**src/rtl/alu_seq_if.sv**
```systemverilog
// alu_seq_if: handshake and data bundle for the alu_seq sequential ALU.
//   Request side  : in_valid/in_ready handshake with operands bus_a, bus_b and opcode alu_sel.
//   Response side : out_valid/out_ready handshake with alu_out and flags n, z, c, v, dz.
// The master modport is the producer of operations and the consumer of results. The slave
// modport is the ALU.
interface alu_seq_if #(
  parameter int WIDTH     = 8,
  parameter int W_ALU_SEL = 3
);
  logic                        in_valid;
  logic                        in_ready;
  logic signed [WIDTH-1:0]     bus_a;
  logic signed [WIDTH-1:0]     bus_b;
  logic        [W_ALU_SEL-1:0] alu_sel;
  logic                        out_valid;
  logic                        out_ready;
  logic signed [WIDTH-1:0]     alu_out;
  logic                        flag_n;
  logic                        flag_z;
  logic                        flag_c;
  logic                        flag_v;
  logic                        flag_dz;

  modport master (
    output in_valid, bus_a, bus_b, alu_sel, out_ready,
    input  in_ready, out_valid, alu_out, flag_n, flag_z, flag_c, flag_v, flag_dz
  );

  modport slave (
    input  in_valid, bus_a, bus_b, alu_sel, out_ready,
    output in_ready, out_valid, alu_out, flag_n, flag_z, flag_c, flag_v, flag_dz
  );
endinterface

```
**src/rtl/alu_seq.sv**
```systemverilog
// alu_seq: sequential signed ALU with valid/ready handshakes on both sides.
//   clk  : rising-edge clock
//   rstn : asynchronous active-low reset
//   bus  : alu_seq_if slave
//          - in_valid/in_ready, bus_a, bus_b, alu_sel : operation request
//          - out_valid/out_ready, alu_out, flag_n/z/c/v/dz : registered result
// Every opcode except divide completes on the accepting edge. Divide runs a restoring
// divider on the operand magnitudes for WIDTH cycles. A held result can drain in the same
// cycle that a new operation is accepted, which gives one result per cycle.
module alu_seq #(
  parameter int WIDTH     = 8,
  parameter int W_ALU_SEL = 3
) (
  input logic      clk,
  input logic      rstn,
  alu_seq_if.slave bus
);

  localparam int CntW = $clog2(WIDTH);
  localparam int Msb  = WIDTH - 1;

  localparam logic [W_ALU_SEL-1:0] OpPass = W_ALU_SEL'(0);
  localparam logic [W_ALU_SEL-1:0] OpAdd  = W_ALU_SEL'(1);
  localparam logic [W_ALU_SEL-1:0] OpSub  = W_ALU_SEL'(2);
  localparam logic [W_ALU_SEL-1:0] OpMul  = W_ALU_SEL'(3);
  localparam logic [W_ALU_SEL-1:0] OpHalf = W_ALU_SEL'(4);
  localparam logic [W_ALU_SEL-1:0] OpDiv  = W_ALU_SEL'(5);
  localparam logic [W_ALU_SEL-1:0] OpAnd  = W_ALU_SEL'(6);
  localparam logic [W_ALU_SEL-1:0] OpXor  = W_ALU_SEL'(7);

  typedef enum logic [1:0] {StIdle, StDiv, StHold} state_e;

  state_e           state_q;
  logic             out_valid_q;
  logic [WIDTH-1:0] res_q;
  logic             n_q, z_q, c_q, v_q, dz_q;
  logic [WIDTH-1:0] rem_q, quo_q, dvs_q;
  logic             neg_q;
  logic [CntW-1:0]  cnt_q;

  logic [WIDTH-1:0]     a, b;
  logic [W_ALU_SEL-1:0] sel;
  logic                 in_ready, accept;

  assign a   = bus.bus_a;
  assign b   = bus.bus_b;
  assign sel = bus.alu_sel;

  // Gated with rstn so that in_ready reads 0 while reset is held.
  assign in_ready = rstn & ((state_q == StIdle) | ((state_q == StHold) & bus.out_ready));
  assign accept   = bus.in_valid & in_ready;

  // Single-cycle datapath.
  logic [WIDTH:0]          sum, diff;
  logic [2*WIDTH-1:0]      a_ext, b_ext, prod;
  logic signed [WIDTH-1:0] half_t;
  logic [WIDTH-1:0]        sc_res;
  logic                    sc_c, sc_v;

  always_comb begin
    sum    = {1'b0, a} + {1'b0, b};
    diff   = {1'b0, a} - {1'b0, b};  // bit WIDTH is the unsigned borrow
    a_ext  = {{WIDTH{a[Msb]}}, a};
    b_ext  = {{WIDTH{b[Msb]}}, b};
    prod   = a_ext * b_ext;
    // Adding 1 to negative values before the arithmetic shift truncates toward zero.
    half_t = a + {{(WIDTH-1){1'b0}}, a[Msb]};
    sc_res = a;
    sc_c   = 1'b0;
    sc_v   = 1'b0;
    case (sel)
      OpAdd: begin
        sc_res = sum[WIDTH-1:0];
        sc_c   = sum[WIDTH];
        sc_v   = (a[Msb] == b[Msb]) && (sum[Msb] != a[Msb]);
      end
      OpSub: begin
        sc_res = diff[WIDTH-1:0];
        sc_c   = diff[WIDTH];
        sc_v   = (a[Msb] != b[Msb]) && (diff[Msb] != a[Msb]);
      end
      OpMul: begin
        sc_res = prod[WIDTH-1:0];
        sc_v   = prod[2*WIDTH-1:WIDTH] != {WIDTH{prod[Msb]}};
      end
      OpHalf:  sc_res = half_t >>> 1;
      OpAnd:   sc_res = a & b;
      OpXor:   sc_res = a ^ b;
      OpPass:  sc_res = a;
      default: sc_res = a;
    endcase
  end

  // Divider: magnitudes at launch, one restoring step per cycle.
  logic [WIDTH-1:0] a_mag, b_mag;
  logic [WIDTH:0]   shifted, trial;
  logic             ge;
  logic [WIDTH-1:0] rem_d, quo_d, div_res;
  logic             div_zero, div_v;

  always_comb begin
    a_mag    = a[Msb] ? ('0 - a) : a;
    b_mag    = b[Msb] ? ('0 - b) : b;
    shifted  = {rem_q, quo_q[Msb]};
    trial    = shifted - {1'b0, dvs_q};
    ge       = ~trial[WIDTH];
    rem_d    = ge ? trial[WIDTH-1:0] : shifted[WIDTH-1:0];
    quo_d    = {quo_q[WIDTH-2:0], ge};
    div_zero = (dvs_q == '0);
    // A positive quotient with the MSB set can only be MIN / -1.
    div_v    = ~div_zero & ~neg_q & quo_d[Msb];
    if (div_zero) begin
      div_res = '1;
    end else begin
      div_res = neg_q ? ('0 - quo_d) : quo_d;
    end
  end

  always_ff @(posedge clk or negedge rstn) begin
    if (!rstn) begin
      state_q     <= StIdle;
      out_valid_q <= 1'b0;
      res_q       <= '0;
      n_q         <= 1'b0;
      z_q         <= 1'b0;
      c_q         <= 1'b0;
      v_q         <= 1'b0;
      dz_q        <= 1'b0;
      rem_q       <= '0;
      quo_q       <= '0;
      dvs_q       <= '0;
      neg_q       <= 1'b0;
      cnt_q       <= '0;
    end else if (accept) begin
      if (sel == OpDiv) begin
        state_q     <= StDiv;
        out_valid_q <= 1'b0;
        rem_q       <= '0;
        quo_q       <= a_mag;
        dvs_q       <= b_mag;
        neg_q       <= a[Msb] ^ b[Msb];
        cnt_q       <= '0;
      end else begin
        state_q     <= StHold;
        out_valid_q <= 1'b1;
        res_q       <= sc_res;
        n_q         <= sc_res[Msb];
        z_q         <= (sc_res == '0);
        c_q         <= sc_c;
        v_q         <= sc_v;
        dz_q        <= 1'b0;
      end
    end else begin
      unique case (state_q)
        StIdle: begin
        end
        StDiv: begin
          rem_q <= rem_d;
          quo_q <= quo_d;
          cnt_q <= cnt_q + 1'b1;
          // The last quotient bit and the sign fix share one edge.
          if (cnt_q == CntW'(WIDTH - 1)) begin
            state_q     <= StHold;
            out_valid_q <= 1'b1;
            res_q       <= div_res;
            n_q         <= div_res[Msb];
            z_q         <= (div_res == '0);
            c_q         <= 1'b0;
            v_q         <= div_v;
            dz_q        <= div_zero;
          end
        end
        StHold: begin
          if (bus.out_ready) begin
            state_q     <= StIdle;
            out_valid_q <= 1'b0;
          end
        end
        default: state_q <= StIdle;
      endcase
    end
  end

  assign bus.in_ready  = in_ready;
  assign bus.out_valid = out_valid_q;
  assign bus.alu_out   = res_q;
  assign bus.flag_n    = n_q;
  assign bus.flag_z    = z_q;
  assign bus.flag_c    = c_q;
  assign bus.flag_v    = v_q;
  assign bus.flag_dz   = dz_q;

endmodule

```
**src/flat_wrapper.sv**
```systemverilog
// flat-port wrapper written by rule: the top's interface ports become plain ports
module alu_seq_flat 
#(
  parameter int WIDTH     = 8,
  parameter int W_ALU_SEL = 3
)
  (clk, rstn, bus_in_valid, bus_bus_a, bus_bus_b, bus_alu_sel, bus_out_ready, bus_in_ready, bus_out_valid, bus_alu_out, bus_flag_n, bus_flag_z, bus_flag_c, bus_flag_v, bus_flag_dz);
  alu_seq_if #(.WIDTH(WIDTH), .W_ALU_SEL(W_ALU_SEL)) bus_i ();
  input logic clk;
  input logic rstn;
  input wire logic [$bits(bus_i.in_valid)-1:0] bus_in_valid;
  input wire logic [$bits(bus_i.bus_a)-1:0] bus_bus_a;
  input wire logic [$bits(bus_i.bus_b)-1:0] bus_bus_b;
  input wire logic [$bits(bus_i.alu_sel)-1:0] bus_alu_sel;
  input wire logic [$bits(bus_i.out_ready)-1:0] bus_out_ready;
  output wire logic [$bits(bus_i.in_ready)-1:0] bus_in_ready;
  output wire logic [$bits(bus_i.out_valid)-1:0] bus_out_valid;
  output wire logic [$bits(bus_i.alu_out)-1:0] bus_alu_out;
  output wire logic [$bits(bus_i.flag_n)-1:0] bus_flag_n;
  output wire logic [$bits(bus_i.flag_z)-1:0] bus_flag_z;
  output wire logic [$bits(bus_i.flag_c)-1:0] bus_flag_c;
  output wire logic [$bits(bus_i.flag_v)-1:0] bus_flag_v;
  output wire logic [$bits(bus_i.flag_dz)-1:0] bus_flag_dz;
  assign bus_i.in_valid = bus_in_valid;
  assign bus_i.bus_a = bus_bus_a;
  assign bus_i.bus_b = bus_bus_b;
  assign bus_i.alu_sel = bus_alu_sel;
  assign bus_i.out_ready = bus_out_ready;
  assign bus_in_ready = bus_i.in_ready;
  assign bus_out_valid = bus_i.out_valid;
  assign bus_alu_out = bus_i.alu_out;
  assign bus_flag_n = bus_i.flag_n;
  assign bus_flag_z = bus_i.flag_z;
  assign bus_flag_c = bus_i.flag_c;
  assign bus_flag_v = bus_i.flag_v;
  assign bus_flag_dz = bus_i.flag_dz;
  alu_seq #(.WIDTH(WIDTH), .W_ALU_SEL(W_ALU_SEL)) u_core (.clk(clk), .rstn(rstn), .bus(bus_i));
endmodule
```
**config.mk**
```make
export PLATFORM = sky130hd
export DESIGN_NAME = alu_seq_flat
export DESIGN_NICKNAME = d
export VERILOG_FILES = /design/src/rtl/alu_seq_if.sv /design/src/rtl/alu_seq.sv /design/src/flat_wrapper.sv
export SDC_FILE = /design/constraint.sdc
export NUM_CORES = 1
export LEC_CHECK = 0
export BUFFER_PORTS_ARGS = -buffer_cell sky130_fd_sc_hd__buf_2
export CAP_MARGIN = 20
export CORE_AREA = 2 2 143 145
export DETAILED_ROUTE_END_ITERATION = 16
export DIE_AREA = 0 0 145 147
export GPL_ROUTABILITY_DRIVEN = 0
export PLACE_DENSITY = 0.53
export SYNTH_ARGS = -nofsm -noshare
export SYNTH_HDL_FRONTEND = slang
export SYNTH_SLANG_ARGS = --single-unit
```
**constraint.sdc**
```tcl
create_clock -name clk -period 4.6 [get_ports clk]
set_clock_uncertainty 0.1 [all_clocks]
set_input_delay 0.46 -clock clk [delete_from_list [all_inputs] [get_ports clk]]
set_output_delay 0.46 -clock clk [all_outputs]
set_load 0.01 [all_outputs]
```
# Word-level counts from Yosys, hierarchy flattened
# Cells that the tools add are included.
# totals
ff_bits,44
in_bits,23
out_inout_bits,15
elab_cells,119
# op_classes
add_sub_neg,8
n_mul,1
eq_ne,20
mux,51
n_bitwise,12
reduce_logical,14
# ops
cell,n
2-to-1 mux 8 bit,15
case mux 8 bit (6 select lines),1
logical NOT 8 bit,3
2-to-1 mux 1 bit,24
"subtractor 1 x 8 -> 8 bit, first input constant",3
multiplier 8 x 8 -> 16 bit,1
"== test 3 bit, second input constant",5
adder 8 x 8 -> 9 bit,1
2-to-1 mux 3 bit,3
AND reduction 3 bit,3
subtractor 8 x 8 -> 9 bit,1
subtractor 9 x 8 -> 9 bit,1
adder 8 x 1 -> 8 bit,1
bitwise AND 8 bit,1
2-to-1 mux 2 bit,4
inequality test 8 bit,1
XOR 8 bit,1
"== test 3 x 2 -> 1 bit, second input constant",2
case mux 2 bit (3 select lines),1
bitwise AND 1 bit,5
"inequality test 2 bit, second input constant",2
case mux 1 bit (2 select lines),2
AND reduction 2 bit,2
nonzero test 2 bit,2
other kinds (16),21

# Longest topological paths before layout
# depth
word_depth,9
depth_mapped,22
depth_no_buf,19

# Least setup slack after synthesis
# Ideal clock, no wire load.
# synth_timing
path_type,input -> register
startpoint,input port bus_bus_a[7]
endpoint,"register u_core.v_q, in the netlist u_core.bus.flag_v"
setup_ns,0.131
arrival_ns,5.681
required_time_ns,4.369
setup_slack_ns,-1.312
stages,20
path_buffers,2
cell_sequence,buf_2 -> inv_1 -> buf_1 -> nor2_1 -> fa_1 -> inv_1 -> fa_1 -> inv_1 -> fa_1 -> inv_1 -> fa_1 -> inv_1 -> ha_1 -> o21ai_0 -> or4b_1 -> a31o_1 -> a2111o_1 -> mux2i_1 -> a2111oi_0 -> or3_1
# synth_via
elab_chain_cells,6
elab_cells_between_ends,13
cone_classes,2 x add/sub; 1 x mul; 5 x eq/ne; 3 x mux; 2 x reduce/logical
# synth_rtl
item,line,text
"start, declared",flat_wrapper.sv:12,input wire logic [$bits(bus_i.bus_a)-1:0] bus_bus_a;
"parallel branches: the longest is 3 deep, another holds multiplier 8 x 8 -> 16 bit",n/a,
case mux 1 bit (3 select lines) (*),alu_seq.sv:71,case (sel)
2-to-1 mux 1 bit (*),alu_seq.sv:135,if (sel == OpDiv) begin
2-to-1 mux 1 bit (*),alu_seq.sv:134,end else if (accept) begin
"end signal, assigned",alu_seq.sv:150,v_q <= sc_v;
"end signal, assigned",alu_seq.sv:169,v_q <= div_v;
"end, declared",alu_seq.sv:36,"logic n_q, z_q, c_q, v_q, dz_q;"
# Every way passes the cells marked *. The select of a mux whose other input is x is not followed.
# A chain may end at the register's enable or synchronous reset.

# Worst setup path in the final report
# layout_timing
startpoint,input port bus_bus_a[4]
endpoint,"register u_core.v_q, in the netlist u_core.bus.flag_v"
# Same word-level chain as after synthesis.

==> results.sh <==
export IMPL_status="finished, violations left"
export IMPL_failed_checks="setup timing"
export IMPL_clk_latency_ns=0.29
export IMPL_grt_pass1_vias=5967
export IMPL_vias=6249
export IMPL_synth_commonest_cells="inv_1, nor2_1, nand2_1, ha_1, fa_1"
export IMPL_synth_edff_count=0
export IMPL_grt_overflow=0
export IMPL_syn_area_mm2=0.00677
export IMPL_synth_top_area_frac=0.172
export IMPL_wl_um=19900
export IMPL_cts_made_buffers=5
export IMPL_placed_area_mm2=0.00786
export IMPL_fp_dieW_um=145
export IMPL_htreeDepth=2
export IMPL_postSynthAreaPerCell_um2=7.94
export IMPL_nFillCells=2063
export IMPL_path_cells="buf_4 -> and2_4 -> fa_1 -> inv_1 -> fa_1 -> inv_1 -> fa_1 -> inv_1 -> fa_1 -> inv_2 -> ha_4 -> o21ai_4 -> o21ai_2 -> or4b_4 -> a31o_1 -> a2111o_1 -> mux2i_1 -> a2111oi_1 -> or3_1"
export IMPL_p_seq_frac=0.150
export IMPL_syn_num_nets=996
export IMPL_synth_cell_types=68
export IMPL_postLayoutCellArea_mm2=0.00848
export IMPL_antenna_found_initial=0
export IMPL_synthTopCellsByArea="fa_1, dfrtp_1, ha_1, inv_1, nor2_1"
export IMPL_synth_area_mux_share=0.0227
export IMPL_tritoncts="yes"
export IMPL_p_sw_mw=2.08
export IMPL_period_share=1.08
export IMPL_grt_max_degree=44
export IMPL_p_leak_nw=3.90
export IMPL_rsz0062_at_grt="yes"
export IMPL_vias_per_cell=5.13
export IMPL_first_pass_iters=5
export IMPL_clkPwrFrac=0.102
export IMPL_drv_cap=0
export IMPL_endpoint_kind="register"
export IMPL_synth_simple_area_share=0.196
export IMPL_synth_adder_area_share=0.288
export IMPL_core_mm2=0.0198
export IMPL_powerDensity_mw_per_mm2=537
export IMPL_syn2layout_area_growth_pct=25.3
export IMPL_tightest_slew_ns=0.768
export IMPL_grt_usage=0.187
export IMPL_cp_max_fo=5
export IMPL_place_inst=1202
export IMPL_final_util=0.427
export IMPL_synth_compound_area_frac=0.184
export IMPL_ant_nets=0
export IMPL_dp_hpwl_um=16100
export IMPL_relSlewSlack=0.487
export IMPL_numPortBuffers=37
export IMPL_max_freq_ghz=0.201
export IMPL_p_sw_frac=0.456
export IMPL_pin_count=38
export IMPL_path_clk_slew_ns=0.06
export IMPL_initial_core_util=0.341
export IMPL_yosysSeqAreaShare=0.159
export IMPL_drc=0
export IMPL_synth_most_common_cell="inv_1"
export IMPL_instances_no_fill=1218
export IMPL_clock_sinks=43
export IMPL_yosysTopAreaCell="fa_1"
export IMPL_synth_async_reset_ratio=1.00
export IMPL_final_nets=1091
export IMPL_hold_buffers=0
export IMPL_start_kind="input pin"
export IMPL_setup_viol=1
export IMPL_path_class="input pin to register"
export IMPL_wl_per_cell_um=16.3
export IMPL_grt_pass1_wl_um=31900
export IMPL_die_h_um=147
export IMPL_synth_xor_area_frac=0.0564
export IMPL_max_stage_delay_ns=0.52
export IMPL_clock_path_buffers=2
export IMPL_cp_data_required_time_ns=4.67
export IMPL_finalSetupTns_ns=-0.366
export IMPL_synth_top_family_by_area="adder cells"
export IMPL_seq_area_mm2=0.00108
export IMPL_ys_seq_elements=43
export IMPL_slowest_stage="fa_1"
export IMPL_crit_top_cell="fa_1"
export IMPL_die_area_mm2=0.0213
export IMPL_worst_slack_ns=-0.366
export IMPL_multi_input_area_mm2=0.00539
export IMPL_drive_above_1_share=0.223
export IMPL_min_path_type="input pin to async pin"
export IMPL_hold_viol=0
export IMPL_drt_iter0_markers=397
export IMPL_ir_drop_mv=0.326
export IMPL_synth_flop_cell="dfrtp_1"
export IMPL_p_int_mw=2.48
export IMPL_antenna_cells=0
export IMPL_period_needed_ns=4.97
export IMPL_cts_root_buf="clkbuf_16"
export IMPL_pwr_share_comb=0.748
export IMPL_yosysWarningCount=0
export IMPL_syn_inst=852
export IMPL_crit_arrival_ns=5.03
export IMPL_maxSlewViolCount=0
export IMPL_row_count=52
-- power groups by stage --
stage | Clock (mW) | Sequential (mW) | Combinational [mW]
6_report | 0.466 | 0.683 | 3.41
4_1_cts | 0.474 | 0.681 | 3.27
2_1_floorplan | 0 | 0.645 | 2.21
3_5_place_dp | 0 | 0.687 | 3.08
3_3_place_gp | 0 | 0.686 | 3.06
5_1_grt | 0.485 | 0.707 | 3.81
-- logic make-up (layout without fill, tap and decap cells) --
group	count (synthesis)	count (layout)
mux	15	15
flops	43	43
fa+ha+maj	121	121
buf+inv	163	259
compound gates	187	187
xor+xnor	42	42
simple gates	281	281
-- layer usage --
metal / vias up / track usage / wire length [um] / share of wire
li1: 3066 / - / - / -
met3: 16 / 0.0161 / 677 / 0.034
met2: 127 / 0.321 / 9620 / 0.48
met1: 3040 / 0.257 / 9260 / 0.47
met5: - / 0 / 0 / 0
met4: 0 / 0.0431 / 311 / 0.016
-- registers in the layout, indices dropped and copies added, names as in the netlist --
signal / cells
u_core.dvs_q: 8
u_core.bus.flag_c: 1
u_core.bus.alu_out: 8
u_core.neg_q: 1
u_core.state_q: 2
u_core.quo_q: 8
u_core.cnt_q: 3
u_core.bus.flag_v: 1
u_core.rem_q: 8
u_core.bus.flag_z: 1
u_core.bus.flag_dz: 1
u_core.bus.out_valid: 1
-- placed cells by master, fill, tap and decap left out, types with 16 or more instances in the layout --
cell and instances:
inv_1 104, a21oi_1 39, nand2_1 78, o21ai_0 41, ha_1 51, nor2_1 77, xor2_1 17, fa_1 53
nand3_1 16, buf_4 90, dfrtp_1 43, buf_2 25, xnor2_1 23, nand2b_1 16
-- through the flow --
step / setup WS, ns / hold WS, ns / total power [mW]
2_1_floorplan: -0.662 / 0.0644 / 2.86
3_5_place_dp: -0.899 / 0.356 / 3.77
3_3_place_gp: -0.926 / 0.352 / 3.74
4_1_cts: -0.462 / 0.246 / 4.42
6_report: -0.366 / 0.192 / 4.56
5_1_grt: -0.540 / 0.267 / 5.00
-- worst max-delay path: cells and delay by family --
family | cells | cell delay, ns
and+or+nand+nor | 3 | 0.94
AOI/OAI and AO/OA | 5 | 0.86
adders and majority gates | 5 | 2.28
muxes | 1 | 0.14
buffers and inverters | 5 | 0.35
-- repair_timing --
item                       CTS  global route
resized for setup           51            38
pin swaps                   38            32
buffers inserted             3             5
setup endpoints to repair    4             4
-- final cells by class --
class | count | share of cell area
Clock buffer | 6 | 0.0152
Clock inverter | 2 | 0.00708
Inverter | 117 | 0.0537
Multi-Input combinational cell | 646 | 0.635
Sequential cell | 43 | 0.127
Tap cell | 270 | 0.0398
Timing Repair Buffer | 134 | 0.122
-- worst paths after layout --
path / slack, ns / to / from / cells after the start
setup / recovery: -0.37 / u_core.bus.flag_v / bus_bus_a[4] / 19
hold / removal: 0.19 / u_core.rem_q[2] / rstn / 2
setup reg to reg: 0.79 / u_core.bus.flag_z / u_core.dvs_q[0] / 15
hold reg to reg: 0.36 / u_core.bus.alu_out[4] / u_core.bus.alu_out[4] / 2
max in group asynchronous: 3.82 / u_core.quo_q[0] / rstn / 2
min in group clk: 0.36 / u_core.bus.alu_out[4] / u_core.bus.alu_out[4] / 2
Power figures use the tool's default switching activity.
